--- config.mk ---
export PLATFORM = sky130hd
export DESIGN_NAME = q_6_24_seq_monitor_flat
export DESIGN_NICKNAME = d
export VERILOG_FILES = /design/src/rtl/q_6_24_pkg.sv /design/src/rtl/q_6_24_seq_monitor_if.sv /design/src/rtl/q_6_24_seq_decode.sv /design/src/rtl/q_6_24_seq_monitor.sv /design/src/flat_wrapper.sv
export SDC_FILE = /design/constraint.sdc
export NUM_CORES = 1
export LEC_CHECK = 0
export CORE_MARGIN = 4
export CORE_UTILIZATION = 54
export CTS_BUF_LIST = sky130_fd_sc_hd__clkbuf_16
export DETAILED_ROUTE_END_ITERATION = 10
export HOLD_SLACK_MARGIN = 0.06
export PLACE_DENSITY = 0.84
export SETUP_SLACK_MARGIN = 0.1
export SLEW_MARGIN = 5
export SYNTH_ARGS = -nofsm -noshare
export SYNTH_HDL_FRONTEND = slang
export SYNTH_HIERARCHICAL = 1
export SYNTH_SLANG_ARGS = --single-unit
--- constraint.sdc ---
create_clock -name clk -period 8 [get_ports clk]
set_clock_uncertainty 0.2 [all_clocks]
set_input_delay 0.8 -clock clk [delete_from_list [all_inputs] [get_ports clk]]
set_output_delay 0.8 -clock clk [all_outputs]
set_load 0.005 [all_outputs]
--- src/rtl/q_6_24_pkg.sv ---
// Shared types, legal code table and successor function for the sequence monitor.
package q_6_24_pkg;

  typedef enum logic [1:0] {
    ST_IDLE  = 2'b00,
    ST_ACQ   = 2'b01,
    ST_LOCK  = 2'b10,
    ST_FAULT = 2'b11
  } state_t;

  typedef enum logic [1:0] {
    EC_NONE    = 2'b00,
    EC_ILLEGAL = 2'b01,
    EC_SKIP    = 2'b10,
    EC_STALL   = 2'b11
  } err_code_t;

  localparam int NUM_PH = 6;

  localparam logic [2:0] C0 = 3'b000;
  localparam logic [2:0] C1 = 3'b001;
  localparam logic [2:0] C2 = 3'b011;
  localparam logic [2:0] C3 = 3'b111;
  localparam logic [2:0] C4 = 3'b110;
  localparam logic [2:0] C5 = 3'b100;

  // Index i holds the code decoded onto phase bit i.
  localparam logic [NUM_PH-1:0][2:0] LEGAL_CODES = {C5, C4, C3, C2, C1, C0};

  // Successor in the six-state ring; illegal codes map to 000 (never used
  // for checking because an illegal sample faults first).
  function automatic logic [2:0] next_code(input logic [2:0] c);
    case (c)
      C0:      next_code = C1;
      C1:      next_code = C2;
      C2:      next_code = C3;
      C3:      next_code = C4;
      C4:      next_code = C5;
      C5:      next_code = C0;
      default: next_code = C0;
    endcase
  endfunction

endpackage

--- src/rtl/q_6_24_seq_monitor_if.sv ---
// Bus between the sequence counter side and the monitor.
interface q_6_24_seq_monitor_if #(parameter int CYC_W = 8);
  logic [2:0]       count;
  logic [5:0]       phase;
  logic             in_seq;
  logic             cyc_done;
  logic [CYC_W-1:0] cycles;
  logic             err;
  logic [1:0]       err_code;

  modport master (output count, input phase, in_seq, cyc_done, cycles, err, err_code);
  modport slave  (input count, output phase, in_seq, cyc_done, cycles, err, err_code);
endinterface

--- src/rtl/q_6_24_seq_decode.sv ---
// Combinational decode of one 3-bit code: legality, one-hot phase, successor.
module q_6_24_seq_decode
  import q_6_24_pkg::*;
(
  input  logic [2:0]        code,
  output logic              legal,
  output logic [NUM_PH-1:0] onehot,
  output logic [2:0]        succ
);

  // One comparator per legal code; codes are distinct so at most one bit fires.
  for (genvar i = 0; i < NUM_PH; i++) begin : g_ph
    assign onehot[i] = (code == LEGAL_CODES[i]);
  end

  assign legal = |onehot;
  assign succ  = next_code(code);

endmodule

--- src/rtl/q_6_24_seq_monitor.sv ---
// Checker for the six-state sequence counter: lock FSM, phase decode,
// round counter and sticky first-fault capture.
module q_6_24_seq_monitor
  import q_6_24_pkg::*;
#(
  parameter int CYC_W = 8
) (
  input  logic                 clk,
  input  logic                 rst,
  q_6_24_seq_monitor_if.slave  bus
);

  state_t            state, state_n;
  err_code_t         fault_n, err_code_q;
  logic [2:0]        prev, prev_succ;
  logic              legal;
  logic [NUM_PH-1:0] onehot, phase_n, phase_q;
  logic [2:0]        succ;
  logic              round_n, cyc_done_q;
  logic [CYC_W-1:0]  cycles_q;
  logic              is_succ, is_zero, is_hold;

  q_6_24_seq_decode u_dec (
    .code   (bus.count),
    .legal  (legal),
    .onehot (onehot),
    .succ   (succ)
  );

  // prev_succ is the successor of prev, registered alongside it so the
  // comparison is a plain equality against the current sample.
  assign is_succ = (bus.count == prev_succ);
  assign is_zero = (bus.count == C0);
  assign is_hold = (bus.count == prev);

  // State register; reset wins over every transition, FAULT included.
  always_ff @(posedge clk) begin
    if (rst) state <= ST_IDLE;
    else     state <= state_n;
  end

  // Next state and fault classification (ILLEGAL > STALL > SKIP).
  always_comb begin
    state_n = state;
    fault_n = EC_NONE;
    case (state)
      ST_IDLE: begin
        if (legal) state_n = ST_ACQ;
        else begin
          state_n = ST_FAULT;
          fault_n = EC_ILLEGAL;
        end
      end
      ST_ACQ, ST_LOCK: begin
        if (!legal) begin
          state_n = ST_FAULT;
          fault_n = EC_ILLEGAL;
        end else if (is_succ) begin
          state_n = ST_LOCK;
        end else if (is_zero) begin
          // Upstream held in or re-entering reset: re-acquire quietly.
          state_n = ST_ACQ;
        end else if (is_hold) begin
          state_n = ST_FAULT;
          fault_n = EC_STALL;
        end else begin
          state_n = ST_FAULT;
          fault_n = EC_SKIP;
        end
      end
      default: state_n = ST_FAULT;
    endcase
  end

  // Output decode: phase of the current sample and the round-complete strobe.
  always_comb begin
    phase_n = '0;
    if (state_n == ST_ACQ || state_n == ST_LOCK) phase_n = onehot;
    round_n = (state == ST_LOCK) && (state_n == ST_LOCK) && (prev == C5);
  end

  // Datapath registers: sample history, phase, round counter, first fault.
  always_ff @(posedge clk) begin
    if (rst) begin
      prev       <= C0;
      prev_succ  <= C1;
      phase_q    <= '0;
      cyc_done_q <= 1'b0;
      cycles_q   <= '0;
      err_code_q <= EC_NONE;
    end else begin
      prev       <= bus.count;
      prev_succ  <= succ;
      phase_q    <= phase_n;
      cyc_done_q <= round_n;
      if (round_n) cycles_q <= cycles_q + 1'b1;
      if (state != ST_FAULT && state_n == ST_FAULT) err_code_q <= fault_n;
    end
  end

  assign bus.phase    = phase_q;
  assign bus.in_seq   = (state == ST_LOCK);
  assign bus.cyc_done = cyc_done_q;
  assign bus.cycles   = cycles_q;
  assign bus.err      = (state == ST_FAULT);
  assign bus.err_code = err_code_q;

endmodule

--- src/flat_wrapper.sv ---
// flat-port wrapper written by rule: the top's interface ports become plain ports
module q_6_24_seq_monitor_flat import q_6_24_pkg::*;
#(
  parameter int CYC_W = 8
)
  (clk, rst, bus_count, bus_phase, bus_in_seq, bus_cyc_done, bus_cycles, bus_err, bus_err_code);
  q_6_24_seq_monitor_if #(.CYC_W(CYC_W)) bus_i ();
  input  logic clk;
  input  logic rst;
  input wire logic [$bits(bus_i.count)-1:0] bus_count;
  output wire logic [$bits(bus_i.phase)-1:0] bus_phase;
  output wire logic [$bits(bus_i.in_seq)-1:0] bus_in_seq;
  output wire logic [$bits(bus_i.cyc_done)-1:0] bus_cyc_done;
  output wire logic [$bits(bus_i.cycles)-1:0] bus_cycles;
  output wire logic [$bits(bus_i.err)-1:0] bus_err;
  output wire logic [$bits(bus_i.err_code)-1:0] bus_err_code;
  assign bus_i.count = bus_count;
  assign bus_phase = bus_i.phase;
  assign bus_in_seq = bus_i.in_seq;
  assign bus_cyc_done = bus_i.cyc_done;
  assign bus_cycles = bus_i.cycles;
  assign bus_err = bus_i.err;
  assign bus_err_code = bus_i.err_code;
  q_6_24_seq_monitor #(.CYC_W(CYC_W)) u_core (.clk(clk), .rst(rst), .bus(bus_i));
endmodule
======== Word-level counts from Yosys, hierarchy flattened ========
Cells that the tools add are included.
cells by class
  bitwise gates (word level) .............. 1
  shift-type cells ........................ 0
  multiplexer cells ....................... 12
  eq/ne operators ......................... 15
  multipliers ............................. 0
  magnitude comparators ................... 0
  div/mod/pow operators ................... 0
  reductions and logical operators ........ 9
  add/sub/neg operators ................... 1
operator list
  cell                   count
  $pmux W3 S5            1
  $mux W2                7
  $eq A3 B3 Y1 const B   4
  $add A8 B1 Y8 const B  1
  $eq A2 B2 Y1 const B   4
  $pmux W2 S2            2
  $eq A3 B3 Y1           2
  $reduce_or A6 Y1       1
  $eq A2 B1 Y1 const B   2
  $reduce_or A2 Y1       2
  $eq A3 B1 Y1 const B   1
  $eq A3 B2 Y1 const B   1
  $logic_and A1 B1 Y1    3
  $logic_not A3 Y1       1
  $logic_not A2 Y1       1
  $mux W1                2
  $ne A2 B2 Y1 const B   1
  $logic_or A1 B1 Y1     1
  $not A1 Y1             1
word-level totals
  RAM bits ................................ 0
  input bits .............................. 5
  output and inout bits ................... 19
  memories ................................ 0
  register bits after elaboration ......... 25
  word-level logic and storage cells ...... 45
  bits in latches ......................... 0
  memory bits (read-only) ................. 0

======== Longest topological paths before layout ========
Gate-level depths: netlist (run 1).
  depth in word-level cells ............... 9
  gate-level depth with buffers ........... 12
  depth with buffers taken out ............ 11

======== Modules after synthesis ========
The synthesis (run 1) kept the hierarchy.
modules (own cells, without submodules)
  module              cells each  times used  area each (µm²)  sequential area each (µm²)
  q_6_24_seq_monitor  123         1           1163.6           500.5
  q_6_24_seq_decode   16          1           103.8            0.0

======== Worst setup path before layout (run 1) ========
OpenSTA, ideal clock, no wires.
  path type ............................... input to register
  from .................................... in bus_count[2]
  to ...................................... reg u_core.cycles_q[6], in the netlist u_core/bus.cycles[6]
  data arrival time ....................... 3.258 ns
  path slack .............................. 4.419 ns
  stages .................................. 11
  required time ........................... 7.677 ns
  cells stage by stage .................... buf_6 > nor2b_1 > a21oi_1 > inv_1 > o41a_1 > nor3_1 > ha_1 > nand4b_1 > nor4_1 > and3_1 > mux2_1
RTL lines
  what                                   RTL line                                            source
  from (decl)                            flat_wrapper.sv:10                                  input wire logic [$bits(bus_i.count)-1:0] bus_count;
  $eq A3 B1 Y1 (tied with other cells)   q_6_24_seq_decode.sv:13                             assign onehot[i] = (code == LEGAL_CODES[i]);
  $reduce_or A6 Y1 (*)                   q_6_24_seq_decode.sv:16                             assign legal = |onehot;
  net u_core.legal                       q_6_24_seq_monitor.sv:16                            logic legal;
  $mux W2 (on tied branches)             q_6_24_seq_monitor.sv:55, q_6_24_seq_monitor.sv:48
  $pmux W2 S2 (*)                        q_6_24_seq_monitor.sv:46                            case (state)
  $eq A2 B2 Y1 (*)                       q_6_24_seq_monitor.sv:79                            round_n = (state == ST_LOCK) && (state_n == ST_LOCK) && (prev == C5);
  $logic_and A1 B1 Y1 (*) (2 in series)  q_6_24_seq_monitor.sv:79
  to (signal assigned)                   q_6_24_seq_monitor.sv:96                            if (round_n) cycles_q <= cycles_q + 1'b1;
  to (decl)                              q_6_24_seq_monitor.sv:20                            logic [CYC_W-1:0] cycles_q;
Mark *: on every way through the listed nets, which the timed path passes. The rest lies on a longest branch.
A chain may end at the register's enable or synchronous reset.

======== Worst setup path in the final report (run 1) ========
Same ends and word-level chain as after synthesis.

==> reports/results.ini, run 1 <==
[sta]
timing.fmax_mhz = 221.9
setup_violations = 0
drv_slew = 0
timing.hold.ws_ns = 0.2886
setup_ws_ns = 3.494
worst_pin_slew_ns = 0.7427
fin_crit_ns = 4.506
rsz0062_at_grt = no
finalCritPeriodShare_pct = 56.33
maxSlewHeadroom_pct = 50.33
hold_viol_final = 0
fin_setup_tns_ns = 0

[drt]
wl_met1_mm = 1.179
vias_per_cell = 5.601
drc = 0
wl_mm = 2.675
drtIter0Drc = 17
wl_met3_um = 142
wl_met2_mm = 1.317
ant_nets = 0
wl_per_cell_um = 14.23
dr.pass1.iters = 4
vias = 1053
top_layer_used = met4

[critical_path]
reg2reg_depth = 8
critPathArrivalTime_ns = 4.45
setup.worst_path.class = input pin to register
cp-start-kind = input pin
worstPathRequired_ns = 7.94
critical_path.endpoint_type = register
critical_path_peak_fanout = 17

[clocking]
cts_buffer_depth = 2
cts_max_level = 1
cts_setup_buffers = 0
numCtsBuffers = 3
clockRootBuffer = clkbuf_16
hold_buffers = 0
clk_pin_slew_worst_paths_ns = 0.06
cts_tree = built
cts_resized = 0
worstSkewPairLatency_ns = 0.25
cts_sinks = 25

[layout]
drive_gt1_share_pct = 6.250
nNetsFinal = 173
finalNonFillerCells = 188
synthToLayoutAreaGrowth_pct = 24.19
final_common_cell = dfxtp_1
antenna_cells = 0
post-route-util_pct = 70.48
layout_common_cells = 25 x dfxtp_1, 23 x clkdlybuf4s50_1, 14 x nor2_1
finalInstanceArea_mm2 = 0.001574

[logic_synthesis]
syn_inst = 139
synth_edf_count = 0
ys.flop_type = dfxtp_1
synthAdderAreaFrac_pct = 6.910
synthSimpleGateAreaFrac_pct = 29.52
synth_top_family_by_area = simple AND/OR/NAND/NOR gates
syn-num-nets = 151
syn_area_mm2 = 0.001267
ys_types = 43
ys_seq_area_share_pct = 39.49
synthArstFlopShare_pct = 0
synth_compound_area_share_pct = 9.181
synthMuxAreaShare_pct = 1.678
synth_warnings = 6
synth_seq_cells = 25
synth.avg_cell_area_um2 = 9.118
synth_xor_area_share_pct = 7.601

[job]
drv_cap = 0

[global_routing]
antenna_found_initial = 0
gr-total-overflow = 0
grt_max_degree = 23
grt_pass1_vias = 1024
grt_pass1_wl_mm = 4.650
grt_use_total_pct = 18.23

[hold_path]
min_path_type = register to register
min_path_cells = 2

[die]
die_h_um = 56.45
dieArea_mm2 = 0.003186
die-width_um = 56.45
start_util_pct = 56.75
rows = 17
core_region_area_mm2 = 0.002233
io_pins = 24

[power]
powerDensity_mw_per_mm2 = 245.8
finalPower_uw = 387.0
p_leak_nw = 0.6243
ir_drop_uv = 208.3

[outcome]
status = completed

[placement]
pre_cts_ws_ns = 3.298
placed_cells = 184
dp_hpwl_mm = 1.868
routabilityCongestion = 0.8122
port_buffers = 23
place_area_mm2 = 0.001495

-- per-layer routing --
metal  vias up  GRT usage (%)
met5         -              0
met4         0          6.102
met3         5          3.678
met2        34          30.53
met1       497          23.13
li1        517              -
-- flip-flops by register name, summed over array words and instances (netlist names) --
signal               cells
u_core/prev              3
u_core/bus.cyc_done      1
u_core/bus.phase         6
u_core/state             2
u_core/prev_succ         3
u_core/bus.err_code      2
u_core/bus.cycles        8
-- final timing paths --
check	startpoint	endpoint	slack (ns)
setup reg to reg	u_core/prev_succ[2]	u_core/bus.cycles[6]	4.98
hold reg to reg	u_core/bus.err_code[1]	u_core/bus.err_code[1]	0.29
setup / recovery	bus_count[2]	u_core/bus.cycles[6]	3.49
hold / removal	u_core/bus.err_code[1]	u_core/bus.err_code[1]	0.29
-- critical path: stages --
cell and delay (ns):
clkdlybuf4s50_1 0.72, nor2b_1 0.30, a21oi_1 0.32, inv_1 0.13, o41a_1 0.43, nor3_1 0.27
ha_1 0.22, nand4b_1 0.23, nor4_1 0.45, and3_1 0.24, mux2_1 0.33
-- kinds of logic after synthesis --
family / after synthesis
AO/OA/AOI/OAI: 17
XOR/XNOR: 11
adder cells (fa/ha/maj): 7
buffers and inverters: 15
flip-flops: 25
multiplexers: 2
AND/OR/NAND/NOR: 62
-- area by class of cell --
| cell class | count | area, um2 |
|---|---|---|
| inverter | 9 | 33.78 |
| fill | 187 | 659.4 |
| sequential | 25 | 500.5 |
| clock inverter | 1 | 3.754 |
| tap | 28 | 35.03 |
| clock buffer | 3 | 75.07 |
| timing repair buffer | 23 | 230.2 |
| multi-input combinational | 99 | 695.7 |
-- cell usage after synthesis (all sizes together) (4+ instances only) --
cell type,instances,share of area (%)
nor2,14,4.1
xnor2,8,5.5
nand2,4,1.2
and3,4,2.1
nor3,5,2.8
nor2b,9,4.6
and2,6,3.0
a21oi,4,1.6
ha,7,6.9
dfxtp,25,39
o21ai,5,2.0
inv,9,2.7
-- power breakdown --
part / switching (mW) / internal (mW)
combinational: 0.0640 / 0.0665
clock: 0.0403 / 0.0667
sequential: 0.00977 / 0.140
No activity file was read; power rests on OpenSTA's default activity.
==> run 2: changes to the inputs <==
--- a/config.mk
+++ b/config.mk
@@ -6,11 +6,11 @@
 export NUM_CORES = 1
 export LEC_CHECK = 0
 export CORE_MARGIN = 4
-export CORE_UTILIZATION = 54
+export CORE_UTILIZATION = 50
 export CTS_BUF_LIST = sky130_fd_sc_hd__clkbuf_16
 export DETAILED_ROUTE_END_ITERATION = 10
 export HOLD_SLACK_MARGIN = 0.06
-export PLACE_DENSITY = 0.84
+export PLACE_DENSITY = 0.79
 export SETUP_SLACK_MARGIN = 0.1
 export SLEW_MARGIN = 5
 export SYNTH_ARGS = -nofsm -noshare
==> constraint.sdc (replaced) <==
create_clock -name clk -period 4.3 [get_ports clk]
set_clock_uncertainty 0.2 [all_clocks]
set_input_delay 0.43 -clock clk [delete_from_list [all_inputs] [get_ports clk]]
set_output_delay 0.43 -clock clk [all_outputs]
set_load 0.005 [all_outputs]
==> reports/results.ini, run 2 (synthesis results as in run 1) <==
[drt]
wl_per_cell_um = 12.96
ant_nets = 0
vias = 1012
drtIter0Drc = 24
dr.pass1.iters = 4
wl_mm = 2.476
vias_per_cell = 5.298
drc = 0

[layout]
post-route-util_pct = 69.08
final.fill_count = 177
layout_common_cells = 25 x dfxtp_1, 23 x clkdlybuf4s50_1, 14 x nor2_1
final_common_cell = dfxtp_1
multiInputGateArea_um2 = 695.7
largest_register_ffs = 8
drive_gt1_share_pct = 8.589
antenna_cells = 0
nNetsFinal = 176
seq_area_um2 = 500.5
synthToLayoutAreaGrowth_pct = 26.36

[sta]
fin_crit_ns = 3.824
maxSlewHeadroom_pct = 49.80
setup_violations = 0
timing.fmax_mhz = 261.5
finalCritPeriodShare_pct = 88.93
drv_slew = 0
setup_ws_ns = 0.4761
hold_viol_final = 0
rsz0062_at_grt = no
worst_pin_slew_ns = 0.7506
fin_setup_tns_ns = 0

[clocking]
cts_setup_buffers = 0
hold_buffers = 0
clk_pin_slew_worst_paths_ns = 0.06
cts_resized = 0
numCtsBuffers = 3
cts_tree = built
worstSkewPairLatency_ns = 0.26
clockRootBuffer = clkbuf_16
cts_buffer_depth = 2
cts_max_level = 1
cts_sinks = 25

[die]
io_pins = 24
core_region_area_mm2 = 0.002318
die_h_um = 58.35
start_util_pct = 54.67
die-width_um = 58.35
dieArea_mm2 = 0.003405
rows = 17

[global_routing]
antenna_found_initial = 0
grt_pass1_wl_mm = 4.650
grt_max_degree = 23
gr-total-overflow = 0
grt_pass1_vias = 1056
grt_use_total_pct = 17.01

[hold_path]
min_path_cells = 2
worstHoldStart = u_core/bus.err_code[1]
min_path_type = register to register
holdPathEnd = u_core/bus.err_code[1]

[placement]
port_buffers = 23
routabilityCongestion = 0.7649
pre_cts_ws_ns = 0.2332
dp_hpwl_mm = 1.846

[critical_path]
worstPathCellList = clkdlybuf4s50_1 -> nor2b_1 -> a21oi_1 -> inv_1 -> o41a_1 -> nor3_1 -> ha_1 -> nand4b_1 -> nor4_1 -> and3_1 -> mux2_1
setup.worst_path.class = input pin to register
max_stage_delay_ns = 0.58
worstPathRequired_ns = 4.25
r2r_end = u_core/bus.cycles[6]
reg2reg_depth = 8
r2r-start = u_core/prev_succ[2]
critical_path.endpoint_type = register
regToRegSetupSlack_ns = 1.38
critical_path_peak_fanout = 9
cpMaxStageDelayCell = clkdlybuf4s50_1
critPathArrivalTime_ns = 3.77
cp-start-kind = input pin

[power]
powerDensity_mw_per_mm2 = 461.3
ir_drop_uv = 289.7
p_leak_nw = 0.6379
finalPower_uw = 738.9

[outcome]
status = completed

[job]
drv_cap = 0

[run 2: cell count changes in the layout (fill, tap and decap cells not counted)]
cell	delta
inv_6	+1
buf_4	+3
inv_1	-1
[run 2: worst max path at each step]
stage	startpoint	to	cells after the start
global placement	bus_count[2]	u_core/bus.cycles[6]	11
CTS	bus_count[2]	u_core/bus.cycles[6]	11
floorplan	bus_count[2]	u_core/bus.cycles[6]	11
finish	bus_count[2]	u_core/bus.cycles[6]	11
global route	bus_count[2]	u_core/bus.cycles[6]	11
detailed placement	bus_count[2]	u_core/bus.cycles[6]	11
[run 2: critical path: cells and delay by family]
kind                     cells  cell delay, ns
AO/OA/AOI/OAI                2            0.73
adder cells (fa/ha/maj)      1            0.22
buffers and inverters        2            0.71
multiplexers                 1            0.31
AND/OR/NAND/NOR              5            1.39
[run 2: metal layers]
layer  GRT usage, %  up-vias  routed length, um
li1               -      527                  -
met5              0        -                  0
met2          26.16       24               1126
met4          4.967        0                 24
met1          23.27      456               1183
met3          4.605        5                142
[run 2: layout make-up]
| cell class | count | share of cell area [%] |
|---|---|---|
| Multi-Input combinational cell | 99 | 43.44 |
| Sequential cell | 25 | 31.25 |
| Timing Repair Buffer | 26 | 15.78 |
| Clock buffer | 3 | 4.687 |
| Tap cell | 28 | 2.187 |
| Inverter | 9 | 2.109 |
| Clock inverter | 1 | 0.5469 |
[run 2: power by group]
| part | internal (mW) | switching (mW) |
|---|---|---|
| clock network | 0.128 | 0.0820 |
| registers | 0.260 | 0.0181 |
| logic | 0.129 | 0.122 |
| total | 0.517 | 0.222 |
[run 2: stage by stage]
stage | hold slack, ns | instance area (um2) | cells
floorplan | 0.2682 | 1267 | 139
global placement | 0.2636 | 1518 | 187
detailed placement | 0.2701 | 1518 | 187
CTS | 0.2821 | 1602 | 191
global route | 0.3407 | 1602 | 191
finish | 0.2797 | 1602 | 191
